==> config.mk <==
export PLATFORM = sky130hd
export DESIGN_NAME = mm_result_collector
export DESIGN_NICKNAME = d
export VERILOG_FILES = /design/src/rtl/mm_pkg.sv /design/src/rtl/mm_result_bank.sv /design/src/rtl/mm_result_collector.sv
export SDC_FILE = /design/constraint.sdc
export NUM_CORES = 1
export LEC_CHECK = 0
export BUFFER_PORTS_ARGS = -buffer_cell sky130_fd_sc_hd__buf_2
export CAP_MARGIN = 10
export CORE_MARGIN = 2
export CORE_UTILIZATION = 28
export CTS_CLUSTER_SIZE = 28
export DETAILED_ROUTE_END_ITERATION = 10
export GPL_TIMING_DRIVEN = 0
export MAX_ROUTING_LAYER = met4
export PLACE_DENSITY_LB_ADDON = 0.15
export SETUP_SLACK_MARGIN = 0.3
export SYNTH_ARGS = -nofsm -noshare
export SYNTH_HDL_FRONTEND = slang
export SYNTH_SLANG_ARGS = --single-unit
==> constraint.sdc <==
create_clock -name clk -period 8.8 [get_ports clk]
set_clock_uncertainty 0.1 [all_clocks]
set_input_delay 1.76 -clock clk [delete_from_list [all_inputs] [get_ports clk]]
set_output_delay 1.76 -clock clk [all_outputs]
set_load 0.005 [all_outputs]
==> src/rtl/mm_pkg.sv <==
`default_nettype none
// ============================================================================
// Module      : mm_pkg
// Description : Shared sizing constants and bank-state encoding for the
//               matrix-multiply result collector.
// Revision    : 1.0 - initial release
// ============================================================================
package mm_pkg;

    localparam int DATA_W = 12;                  // signed result element width
    localparam int DEPTH  = 16;                  // elements per bank
    localparam int ADDR_W = $clog2(DEPTH);       // element address width
    localparam int CNT_W  = $clog2(DEPTH) + 1;   // count width, holds 0..DEPTH

    typedef enum logic [1:0] {
        BANK_EMPTY    = 2'd0,
        BANK_FILLING  = 2'd1,
        BANK_FULL     = 2'd2,
        BANK_DRAINING = 2'd3
    } bank_state_t;

endpackage
`default_nettype wire

==> src/rtl/mm_result_bank.sv <==
`default_nettype none
// ============================================================================
// Module      : mm_result_bank
// Description : One ping-pong result bank: element storage, write counter,
//               column latch, error/illegal flags, lifecycle state and a
//               combinational read port.
// Revision    : 1.0 - initial release
// ============================================================================
module mm_result_bank
    import mm_pkg::*;
(
    input  logic              clk,
    input  logic              rst_n,
    input  logic              claim,
    input  logic              wr_en,
    input  logic [DATA_W-1:0] wr_data,
    input  logic              wr_row_last,
    input  logic              wr_illegal,
    input  logic              close,
    input  logic              start,
    input  logic              rel,
    input  logic [ADDR_W-1:0] rd_addr,
    output logic [DATA_W-1:0] rd_data,
    output bank_state_t       state,
    output logic [CNT_W-1:0]  count,
    output logic [CNT_W-1:0]  cols,
    output logic              err,
    output logic              illegal
);

    localparam logic [CNT_W-1:0] c_depth = CNT_W'(DEPTH);
    localparam logic [CNT_W-1:0] c_one   = CNT_W'(1);

    bank_state_t       r_state;
    bank_state_t       w_state_nxt;
    logic [DATA_W-1:0] r_mem [DEPTH];
    logic [CNT_W-1:0]  r_wr_cnt;
    logic [CNT_W-1:0]  r_cols;
    logic [CNT_W-1:0]  r_col_idx;
    logic              r_err;
    logic              r_illegal;
    logic              w_sat;
    logic              w_discard;
    logic              w_clear;
    logic              w_store;
    logic              w_col_wrap;

    assign w_sat      = (r_wr_cnt == c_depth);
    // A job that closes with nothing stored and no illegal marker leaves no trace
    assign w_discard  = (r_wr_cnt == '0) && !r_illegal;
    assign w_clear    = ((r_state == BANK_FILLING) && close && w_discard) ||
                        ((r_state == BANK_DRAINING) && rel);
    assign w_store    = wr_en && !wr_illegal && !w_sat;
    // Column position wraps at the latched row length; before the latch it never wraps
    assign w_col_wrap = (r_cols != '0) && (r_col_idx == r_cols - c_one);

    // Bank lifecycle next-state: EMPTY -> FILLING -> FULL -> DRAINING -> EMPTY
    always_comb begin
        w_state_nxt = r_state;
        case (r_state)
            BANK_EMPTY:    if (claim) w_state_nxt = BANK_FILLING;
            BANK_FILLING:  if (close) w_state_nxt = w_discard ? BANK_EMPTY : BANK_FULL;
            BANK_FULL:     if (start) w_state_nxt = BANK_DRAINING;
            BANK_DRAINING: if (rel)   w_state_nxt = BANK_EMPTY;
            default:                  w_state_nxt = BANK_EMPTY;
        endcase
    end

    // Bank state register
    always_ff @(posedge clk or negedge rst_n) begin
        if (!rst_n) r_state <= BANK_EMPTY;
        else        r_state <= w_state_nxt;
    end

    // Element storage; contents are only meaningful below r_wr_cnt
    always_ff @(posedge clk) begin
        if (w_store) r_mem[r_wr_cnt[ADDR_W-1:0]] <= wr_data;
    end

    // Write counter, column latch, ragged/overflow/illegal tracking
    always_ff @(posedge clk or negedge rst_n) begin
        if (!rst_n) begin
            r_wr_cnt  <= '0;
            r_cols    <= '0;
            r_col_idx <= '0;
            r_err     <= 1'b0;
            r_illegal <= 1'b0;
        end else if (w_clear) begin
            r_wr_cnt  <= '0;
            r_cols    <= '0;
            r_col_idx <= '0;
            r_err     <= 1'b0;
            r_illegal <= 1'b0;
        end else if (wr_en) begin
            if (wr_illegal) begin
                r_err     <= 1'b1;
                r_illegal <= 1'b1;
            end else if (w_sat) begin
                r_err <= 1'b1;
            end else begin
                r_wr_cnt <= r_wr_cnt + c_one;
                if (wr_row_last) begin
                    r_col_idx <= '0;
                    if (r_cols == '0)     r_cols <= r_wr_cnt + c_one;
                    else if (!w_col_wrap) r_err  <= 1'b1;
                end else if (w_col_wrap) begin
                    r_col_idx <= '0;
                end else begin
                    r_col_idx <= r_col_idx + c_one;
                end
            end
        end
    end

    assign rd_data = r_mem[rd_addr];
    assign state   = r_state;
    assign count   = r_wr_cnt;
    assign cols    = r_cols;
    assign err     = r_err;
    assign illegal = r_illegal;

endmodule
`default_nettype wire

==> src/rtl/mm_result_collector.sv <==
`default_nettype none
// ============================================================================
// Module      : mm_result_collector
// Description : Captures the matrix-multiply result stream into two ping-pong
//               banks and replays each completed matrix over valid/ready.
// Revision    : 1.0 - initial release
// ============================================================================
module mm_result_collector
    import mm_pkg::*;
(
    input  logic              clk,
    input  logic              rst_n,
    input  logic              res_valid,
    input  logic [DATA_W-1:0] res_data,
    input  logic              res_row_last,
    input  logic              res_illegal,
    input  logic              mm_busy,
    output logic              out_valid,
    input  logic              out_ready,
    output logic [DATA_W-1:0] out_data,
    output logic              out_row_end,
    output logic              out_last,
    output logic              out_err,
    output logic [CNT_W-1:0]  out_cols,
    output logic              overrun
);

    localparam logic [CNT_W-1:0] c_one = CNT_W'(1);

    bank_state_t       w_state   [2];
    logic [DATA_W-1:0] w_rd_data [2];
    logic [CNT_W-1:0]  w_count   [2];
    logic [CNT_W-1:0]  w_cols    [2];
    logic [1:0]        w_err, w_illegal, w_claim, w_wr_en, w_close, w_start, w_rel;
    logic              w_any_filling, w_any_empty, w_claim_idx, w_claim_try, w_close_evt;
    logic              w_full0, w_full1, w_start_go, w_start_idx, w_sel, w_hs;
    logic [CNT_W-1:0]  w_next_cnt, w_next_col, w_cols_s, w_count_s;
    logic              w_ill_s, w_err_s, w_nx_last, w_nx_row_end;
    logic [DATA_W-1:0] w_nx_data;

    logic              r_busy_d, r_dropping, r_overrun, r_older;
    logic              r_rd_active, r_rd_bank;
    logic [CNT_W-1:0]  r_rd_cnt, r_rd_col;
    logic              r_out_valid, r_out_row_end, r_out_last, r_out_err;
    logic [DATA_W-1:0] r_out_data;
    logic [CNT_W-1:0]  r_out_cols;

    // ---------------- write side ----------------
    assign w_any_filling = (w_state[0] == BANK_FILLING) || (w_state[1] == BANK_FILLING);
    assign w_any_empty   = (w_state[0] == BANK_EMPTY)   || (w_state[1] == BANK_EMPTY);
    assign w_claim_idx   = (w_state[0] == BANK_EMPTY) ? 1'b0 : 1'b1;
    assign w_claim_try   = res_valid && !w_any_filling && !r_dropping;
    assign w_close_evt   = r_busy_d && !mm_busy;

    // ---------------- read side ----------------
    assign w_full0     = (w_state[0] == BANK_FULL);
    assign w_full1     = (w_state[1] == BANK_FULL);
    assign w_start_go  = !r_rd_active && (w_full0 || w_full1);
    assign w_start_idx = (w_full0 && w_full1) ? r_older : w_full1;
    assign w_hs        = r_out_valid && out_ready;
    // The sequencer either continues its current bank or opens the chosen new one
    assign w_sel       = r_rd_active ? r_rd_bank : w_start_idx;
    assign w_cols_s    = w_cols[w_sel];
    assign w_count_s   = w_count[w_sel];
    assign w_ill_s     = w_illegal[w_sel];
    assign w_err_s     = w_err[w_sel];
    assign w_next_cnt  = r_rd_active ? (r_rd_cnt + c_one) : '0;
    assign w_next_col  = !r_rd_active ? '0 :
                         (r_rd_col == w_cols_s - c_one) ? '0 : (r_rd_col + c_one);
    // An illegal bank collapses to a single zero beat carrying every flag
    assign w_nx_last    = w_ill_s || (w_next_cnt == w_count_s - c_one);
    assign w_nx_row_end = w_nx_last || (w_next_col == w_cols_s - c_one);
    assign w_nx_data    = w_ill_s ? '0 : w_rd_data[w_sel];

    for (genvar b = 0; b < 2; b++) begin : g_bank
        assign w_claim[b] = w_claim_try && w_any_empty && (w_claim_idx == 1'(b));
        assign w_wr_en[b] = res_valid && ((w_state[b] == BANK_FILLING) || w_claim[b]);
        assign w_close[b] = w_close_evt && (w_state[b] == BANK_FILLING);
        assign w_start[b] = w_start_go && (w_start_idx == 1'(b));
        assign w_rel[b]   = w_hs && r_out_last && (r_rd_bank == 1'(b));

        mm_result_bank u_bank (
            .clk         (clk),
            .rst_n       (rst_n),
            .claim       (w_claim[b]),
            .wr_en       (w_wr_en[b]),
            .wr_data     (res_data),
            .wr_row_last (res_row_last),
            .wr_illegal  (res_illegal),
            .close       (w_close[b]),
            .start       (w_start[b]),
            .rel         (w_rel[b]),
            .rd_addr     (w_next_cnt[ADDR_W-1:0]),
            .rd_data     (w_rd_data[b]),
            .state       (w_state[b]),
            .count       (w_count[b]),
            .cols        (w_cols[b]),
            .err         (w_err[b]),
            .illegal     (w_illegal[b])
        );
    end

    // Job close detection, overrun drop window and fill-order age flag
    always_ff @(posedge clk or negedge rst_n) begin
        if (!rst_n) begin
            r_busy_d   <= 1'b0;
            r_dropping <= 1'b0;
            r_overrun  <= 1'b0;
            r_older    <= 1'b0;
        end else begin
            r_busy_d <= mm_busy;
            // A job that finds no free bank is dropped entirely, up to its close
            if (w_close_evt)                     r_dropping <= 1'b0;
            else if (w_claim_try && !w_any_empty) r_dropping <= 1'b1;
            if (w_claim_try && !w_any_empty)     r_overrun  <= 1'b1;
            // The closing bank is older only if the other one is not already waiting
            if (w_close[0])      r_older <= w_full1;
            else if (w_close[1]) r_older <= !w_full0;
        end
    end

    // Drain sequencer and registered output beat
    always_ff @(posedge clk or negedge rst_n) begin
        if (!rst_n) begin
            r_rd_active   <= 1'b0;
            r_rd_bank     <= 1'b0;
            r_rd_cnt      <= '0;
            r_rd_col      <= '0;
            r_out_valid   <= 1'b0;
            r_out_data    <= '0;
            r_out_row_end <= 1'b0;
            r_out_last    <= 1'b0;
            r_out_err     <= 1'b0;
            r_out_cols    <= '0;
        end else if (w_start_go) begin
            r_rd_active   <= 1'b1;
            r_rd_bank     <= w_start_idx;
            r_rd_cnt      <= '0;
            r_rd_col      <= '0;
            r_out_valid   <= 1'b1;
            r_out_data    <= w_nx_data;
            r_out_row_end <= w_nx_row_end;
            r_out_last    <= w_nx_last;
            r_out_err     <= w_err_s;
            r_out_cols    <= w_cols_s;
        end else if (w_hs) begin
            if (r_out_last) begin
                r_rd_active <= 1'b0;
                r_out_valid <= 1'b0;
            end else begin
                r_rd_cnt      <= w_next_cnt;
                r_rd_col      <= w_next_col;
                r_out_data    <= w_nx_data;
                r_out_row_end <= w_nx_row_end;
                r_out_last    <= w_nx_last;
            end
        end
    end

    assign out_valid   = r_out_valid;
    assign out_data    = r_out_data;
    assign out_row_end = r_out_row_end;
    assign out_last    = r_out_last;
    assign out_err     = r_out_err;
    assign out_cols    = r_out_cols;
    assign overrun     = r_overrun;

endmodule
`default_nettype wire

# Yosys cells after proc, flatten, opt, wreduce, memory -nomap -nowiden

Memory sizes are Yosys's and may differ from the RTL's.
Index checks and enable logic that the tools add are counted.

Output and inout port bits: 22
Register bits after elaboration: 74
Memory bits (writable): 384
Memories: 2
Bits of input ports: 19

Memories:

| memory                 | words | bits a word | read ports | clocked after Yosys merged registers in | write ports | RTL line             | source |
|---|---|---|---|---|---|---|---|
| g_bank[0].u_bank.r_mem | 16    | 12          | 1          | 0                                       | 1           | mm_result_bank.sv:36 | `logic [DATA_W-1:0] r_mem [DEPTH];` |
| g_bank[1].u_bank.r_mem | 16    | 12          | 1          | 0                                       | 1           | mm_result_bank.sv:36 |  |

$lt $le $gt $ge: 2
Add/sub/neg operators: 10
Eq/ne operators: 30
Reduce and logical (&&, ||, !) cells: 87
Muxes and demuxes: 109
Bitwise operators: 3

Operators with widths:

| operator            | number |
|---|---|
| $mux 5              | 47 |
| $mux 12             | 7 |
| $mux 1              | 43 |
| $logic_and 1x1->1   | 33 |
| $add 5x1->5 const B | 6 |
| $eq 5x5->1          | 5 |
| $reduce_bool 2->1   | 12 |
| $logic_not 5->1     | 4 |
| $mux 2              | 10 |
| $ne 2x1->1 const B  | 10 |
| $sub 5x1->5 const B | 4 |
| $ne 4x2->1 const B  | 4 |
| $pmux 2 s4          | 2 |
| $reduce_and 4->1    | 4 |
| $logic_not 1->1     | 11 |
| $eq 5x5->1 const B  | 2 |
| $reduce_and 5->1    | 2 |
| $reduce_bool 5->1   | 2 |
| $logic_or 1x1->1    | 9 |
| $eq 2x2->1 const B  | 4 |
| $reduce_and 2->1    | 4 |
| $reduce_bool 4->1   | 2 |
| $ne 2x2->1 const B  | 3 |
| $reduce_and 3->1    | 2 |
| other kinds (6)     | 9 |

# Longest topological paths before layout

Depth after elaboration: 17
Depth in mapped cells: 15

# Modules after synthesis

Synthesis repeated with hierarchy kept, for this count alone.

Cell total of the unflattened synthesis: 1100
Area total of the unflattened synthesis: 19379.8 um^2

By module, submodules not included:

| module                             | instances | cells each | area each (um^2) |
|---|---|---|---|
| mm_result_bank at g_bank[1].u_bank | 1         | 405        | 8424.3 |
| mm_result_bank at g_bank[0].u_bank | 1         | 410        | 8421.8 |
| mm_result_collector                | 1         | 285        | 2533.7 |

# Least setup slack after synthesis

Ideal clock, no wire load.

Path kind: input to register
Start point: input res_illegal
End point: memory g_bank[0].u_bank.r_mem[3][0], enable pin
Cell stages on the path: 5
Setup time: 0.396 ns
Arrival: 3.379 ns
Path slack: 4.925 ns
Path through: a31oi_1 -> and2_1 -> clkbuf_1 -> nand2_1 -> nor3_1

Longest elaborated chain between the ends: 5

Ends and longest elaborated chain:

| what                           | RTL line                  | source |
|---|---|---|
| start: declaration             | mm_result_collector.sv:16 | `input logic res_illegal,` |
| $logic_not 1->1                | mm_result_bank.sv:53      | `assign w_store = wr_en && !wr_illegal && !w_sat;` |
| $logic_and 1x1->1 (2 in a row) | mm_result_bank.sv:53      |  |
| $mux 1                         | mm_result_bank.sv:77      | `if (w_store) r_mem[r_wr_cnt[ADDR_W-1:0]] <= wr_data;` |
| $mux 1 (implied by the code)   | mm_result_bank.sv:77      |  |
| end: declaration               | mm_result_bank.sv:36      |  |

Every way passes these cells.

# Final worst setup path

Start point: register g_bank[0].u_bank.r_state[0]
End point: register r_out_row_end (netlist: out_row_end)

Longest elaborated chain between the ends: 17
Elaborated cells on any way between the ends: 30
Those cells by class: add/sub: 2; eq/ne: 5; mux: 15; bitwise: 1; reduce/logical: 7

Ends and longest elaborated chain:

| what                                      | RTL line                                             | source |
|---|---|---|
| start: declaration                        | mm_result_bank.sv:34                                 | `bank_state_t r_state;` |
| start signal: assignment                  | mm_result_bank.sv:72                                 | `else r_state <= w_state_nxt;` |
| $eq 2x2->1 *                              | mm_result_collector.sv:56                            | `assign w_full0 = (w_state[0] == BANK_FULL);` |
| $logic_and 1x1->1                         | mm_result_collector.sv:59                            | `assign w_start_idx = (w_full0 && w_full1) ? r_older : w_full1;` |
| $mux 1                                    | mm_result_collector.sv:59                            |  |
| $mux 1                                    | mm_result_collector.sv:62                            | `assign w_sel = r_rd_active ? r_rd_bank : w_start_idx;` |
| $not 1->2 (implied by the code)           | mm_result_collector.sv:63, mm_result_collector.sv:64 |  |
| $mux 5 (implied by the code) (3 in a row) | mm_result_collector.sv:63                            | `assign w_cols_s = w_cols[w_sel];` |
| $sub 5x1->5                               | mm_result_collector.sv:69, mm_result_collector.sv:72 |  |
| $eq 5x5->1                                | mm_result_collector.sv:69                            | `(r_rd_col == w_cols_s - c_one) ? '0 : (r_rd_col + c_one);` |
| $mux 5                                    | mm_result_collector.sv:69                            |  |
| $mux 5                                    | mm_result_collector.sv:68                            | `assign w_next_col = !r_rd_active ? '0 :` |
| $eq 5x5->1                                | mm_result_collector.sv:72                            | `assign w_nx_row_end = w_nx_last \|\| (w_next_col == w_cols_s - c_one);` |
| $logic_or 1x1->1                          | mm_result_collector.sv:72                            |  |
| $mux 1                                    | mm_result_collector.sv:147                           | `if (r_out_last) begin` |
| $mux 1                                    | mm_result_collector.sv:146                           | `end else if (w_hs) begin` |
| $mux 1                                    | mm_result_collector.sv:135                           | `end else if (w_start_go) begin` |
| end signal: assignment                    | mm_result_collector.sv:142                           | `r_out_row_end <= w_nx_row_end;` |
| end signal: assignment                    | mm_result_collector.sv:154                           | `r_out_row_end <= w_nx_row_end;` |
| end: declaration                          | mm_result_collector.sv:44                            | `logic r_out_valid, r_out_row_end, r_out_last, r_out_err;` |

Every way passes the cells marked *; elsewhere a longest branch is shown, timed or not. The select of a mux whose other input is x is not followed.
A chain may end at the register's enable or synchronous reset.

==> flow_metrics.py <==
metrics = {
    "layout": {
        "finalInstanceArea_um2": 23020,
        "nNetsFinal": 1645,
        "layout.core_utilization_pct": 32.92,
        "area_growth_from_synthesis_to_layout_pct": 16.80,
        "layout_cells_sized_above_1_pct": 11.19,
    },
    "setup_path": {
        "critical_path.slowest_cell": "sky130_fd_sc_hd__buf_1",
        "critical_path.cell_chain": "buf_4, nor3b_4, o31a_1, buf_6, buf_6, clkbuf_1, buf_1, nor2_1, a21oi_1, ha_1, xor2_1, nor3_1, o221ai_1, o221a_1, a31oi_1",
        "worst_path_largest_cell_delay_ns": 0.64,
        "timing.rr.end": "out_row_end",
        "crit-reg2reg-launch": "g_bank[0].u_bank.state[0]",
        "crit_path_end_kind": "register",
        "crit_top_cell": "sky130_fd_sc_hd__buf_6",
        "regToRegSetupSlack_ns": 4.53,
        "crit_path_start_kind": "register",
        "worst-r2r-cell-count": 15,
        "worst_ep_required_time_ns": 9.22,
        "cp_data_arrival_time_ns": 4.69,
        "setup.worst_path.class": "reg -> reg",
        "crit_fanout": 10,
    },
    "synthesis": {
        "post_synth_instance_area_um2": 19710,
        "dominant_combinational_cell_family_by_area_after_synthesis": "compound AO/OA/AOI/OAI gates",
        "post_synth_mux_area_share_pct": 5.048,
        "yosys_reg_bits": 458,
        "synth_simple_gate_area_share_pct": 10.03,
        "syn_nets": 1523,
        "async_flop_share_pct": 16.16,
        "number_of_enable_type_register_cells_in_the_synthesized_netlist": 384,
        "synth-compound-area-share_pct": 11.52,
        "synth-xor-area-share_pct": 2.045,
        "seq_area_frac_synth_pct": 67.92,
        "syn_avg_cell_area_um2": 13.23,
        "synth_warnings": 0,
        "synth-adder-area-share_pct": 0.9524,
        "synthesis.instances": 1489,
        "dominantRegCellSynth": "sky130_fd_sc_hd__edfxtp_1",
        "yosys.cell_types.count": 60,
    },
    "global_routing": {
        "global_route.usage.met3_pct": 1.852,
        "grt_total_ovfl": 0,
        "first_global_vias": 12650,
        "antenna_found_initial": 0,
        "grt.total_usage_pct": 17.05,
        "grt_util_met1_pct": 24.46,
        "grt_first_pass_wirelength_um": 88900,
        "met2_usage_in_global_routing_pct": 25.66,
        "largest_net_degree_at_the_start_of_global_routing": 43,
        "grt.busiest_layer": "met2",
    },
    "sta": {
        "fin_worst_hold_slack_ns": 0.3810,
        "timing.final.max_slew_violations": 0,
        "final-hold-violation-count": 0,
        "fin_crit_period_ns": 4.267,
        "rsz0062_at_grt": "false",
        "timing_worst_slew_pin_value_ns": 1.109,
        "layout_worst_path_cycle_share_pct": 48.49,
        "timing.final.setup_violations": 0,
        "max_freq_mhz": 234.4,
        "max_slew_margin_pct": 25.81,
        "timing.setup.tns_ns": 0,
    },
    "placed_design": {
        "dp.final_hpwl_um": 41050,
        "placed_cell_area_um2": 21300,
        "port_buffers": 40,
        "routabilityCongestion": 0.9078,
    },
    "floorplanning": {
        "coreArea_um2": 69910,
        "dieHeight_um": 269.3,
        "fp.dieW_um": 269.3,
        "initial_core_util_pct": 28.19,
        "fp.dieArea_um2": 72510,
        "placement_rows": 97,
        "ioPinCount": 41,
    },
    "route": {
        "post_drt_via_cell_ratio": 4.946,
        "totalWireLength_um": 60800,
        "detail_route.first_pass.iterations": 6,
        "route.antenna.remaining_nets": 0,
        "routedWlPerCell_um": 23.43,
        "detailedRoute.firstIterationViolations": 1167,
        "vias": 12830,
        "drc": 0,
    },
    "hold_path": {
        "hp-class": "reg -> reg",
        "holdCritStartpoint": "overrun",
        "holdPathEnd": "overrun",
        "hold-path-cell-count": 1,
    },
    "pwr": {
        "power.ir.vdd_worst_mv": 0.1454,
        "cellLeakagePower_uw": 0.007795,
        "powerDensity_nw_per_um2": 343.5,
    },
    "clock_network": {
        "cts_hold_repair.buffers": 0,
        "h-tree-depth": 2,
        "cts_repair_resize_count": 0,
        "post-cts-setup-buffers": 0,
        "cts_root_buffer": "sky130_fd_sc_hd__clkbuf_16",
        "cts.path.max_buffers": 3,
        "cts_tree": "yes",
        "clkLatencyLatePin_ns": 0.62,
        "clkSinkCount": 458,
        "numCtsBuffers": 53,
        "clk_transition_reported_paths_ns": 0.06,
    },
    "status": {
        "run_status": "complete, no violations",
    },
    "flow_run": {
        "timing.max_cap.violations": 0,
    },
}
==> kinds of logic (layout without fill, tap and decap cells) <==
| group | count (synthesis) | count (layout) |
|---|---|---|
| buffers and inverters | 122 | 286 |
| adder cells (fa/ha/maj) | 15 | 15 |
| AND/OR/NAND/NOR | 433 | 433 |
| other | 0 | 2 |
| AO/OA/AOI/OAI | 334 | 334 |
| flip-flops | 458 | 458 |
| multiplexers | 81 | 81 |
| XOR/XNOR | 46 | 46 |
==> per-layer routing <==
layer / vias up / part of all wire [%]
met4: 0 / 2.3
met5: - / 0
met3: 82 / 3.8
met2: 333 / 45
li1: 5885 / -
met1: 6534 / 49
==> area by class of cell <==
cell class	count	area, µm²
diodes	2	5.005
plain buffers	108	439.2
clock buffers	68	1383
clock inverters	29	242.7
fillers	7002	46890
inverters	14	52.55
multi-input cells	909	5853
flip-flops and latches	458	13380
well taps	940	1176
repair buffers	67	481.7
==> critical path: cells and delay by family, from the launching register on <==
kind / cells / cell delay [ns]
AO/OA/AOI/OAI: 5 / 0.90
buffers and inverters: 5 / 1.62
flip-flops: 1 / 0.36
XOR/XNOR: 1 / 0.16
AND/OR/NAND/NOR: 3 / 0.79
adder cells (fa/ha/maj): 1 / 0.26
==> worst max-delay path by stage <==
stage / start / end / slack [ns] / depth (start not counted)
after global routing: g_bank[0].u_bank.state[0] / out_row_end / 4.33 / 15
after detailed placement: res_valid / g_bank[1].u_bank.r_mem[0][0] / 3.96 / 6
final: g_bank[0].u_bank.state[0] / out_row_end / 4.53 / 15
after CTS: g_bank[0].u_bank.state[0] / out_row_end / 4.58 / 15
after global placement: res_valid / g_bank[0].u_bank.r_mem[3][0] / 3.70 / 6
after floorplan: res_illegal / g_bank[0].u_bank.r_mem[3][0] / 4.92 / 5
==> cell usage in the layout (no fill, tap or decap), types with 9 or more instances in the layout <==
master	count
sky130_fd_sc_hd__a211oi_1	87
sky130_fd_sc_hd__a21oi_1	72
sky130_fd_sc_hd__a221oi_1	22
sky130_fd_sc_hd__a311oi_1	35
sky130_fd_sc_hd__a31oi_1	44
sky130_fd_sc_hd__and2_1	47
sky130_fd_sc_hd__buf_2	51
sky130_fd_sc_hd__buf_4	13
sky130_fd_sc_hd__buf_6	17
sky130_fd_sc_hd__clkbuf_1	103
sky130_fd_sc_hd__clkbuf_16	53
sky130_fd_sc_hd__clkinv_1	13
sky130_fd_sc_hd__clkinv_2	9
sky130_fd_sc_hd__dfrtp_1	74
sky130_fd_sc_hd__edfxtp_1	384
sky130_fd_sc_hd__ha_1	15
sky130_fd_sc_hd__inv_1	14
sky130_fd_sc_hd__mux2i_1	62
sky130_fd_sc_hd__mux4_2	13
sky130_fd_sc_hd__nand2_1	203
sky130_fd_sc_hd__nand2b_1	12
sky130_fd_sc_hd__nand3_1	17
sky130_fd_sc_hd__nor2_1	89
sky130_fd_sc_hd__nor2b_1	13
sky130_fd_sc_hd__nor3_1	13
sky130_fd_sc_hd__o21ai_0	46
sky130_fd_sc_hd__xnor2_1	24
sky130_fd_sc_hd__xor2_1	22
==> where the power goes <==
group	internal [µW]	switching (µW)	leakage, µW
clock	1200	896	0.000795
combinational	1010	2140	0.00260
sequential	2520	147	0.00440
==> metrics by stage <==
stage	instances	power [µW]	worst slack, ns
floorplan	1489	4604	4.925
global placement	2469	5826	3.698
detailed placement	2486	5850	3.964
CTS	2583	7960	4.579
global route	2593	8308	4.328
finish	2595	7905	4.533
==> cells in the mapped netlist, drive strengths merged, types with 17 or more instances <==
master / number / area, µm²
xor2: 22 / 192.7
a221oi: 22 / 192.7
buf: 20 / 108.9
nor3: 17 / 85.08
xnor2: 24 / 210.2
a311oi: 35 / 306.5
a211oi: 87 / 653.1
edfxtp: 384 / 11530
and2: 47 / 294.0
nand3: 17 / 85.08
clkbuf: 88 / 330.3
a31oi: 44 / 275.3
nand2: 203 / 762.0
mux2i: 64 / 656.9
dfrtp: 74 / 1852
a21oi: 72 / 360.4
o21ai: 47 / 239.0
nor2: 90 / 337.8
==> registers in the layout (all words and copies together) (netlist names), 2 cells and up, named ones only <==
name	cells
g_bank.u_bank.state	2
g_bank.u_bank.count	10
r_rd_cnt	5
g_bank.u_bank.err	2
g_bank.u_bank.r_col_idx	10
g_bank.u_bank.cols	10
r_rd_col	5
out_data	12
g_bank.u_bank.r_mem	384
out_cols	5
g_bank.u_bank.illegal	2
(Power assumes the default switching activity.)
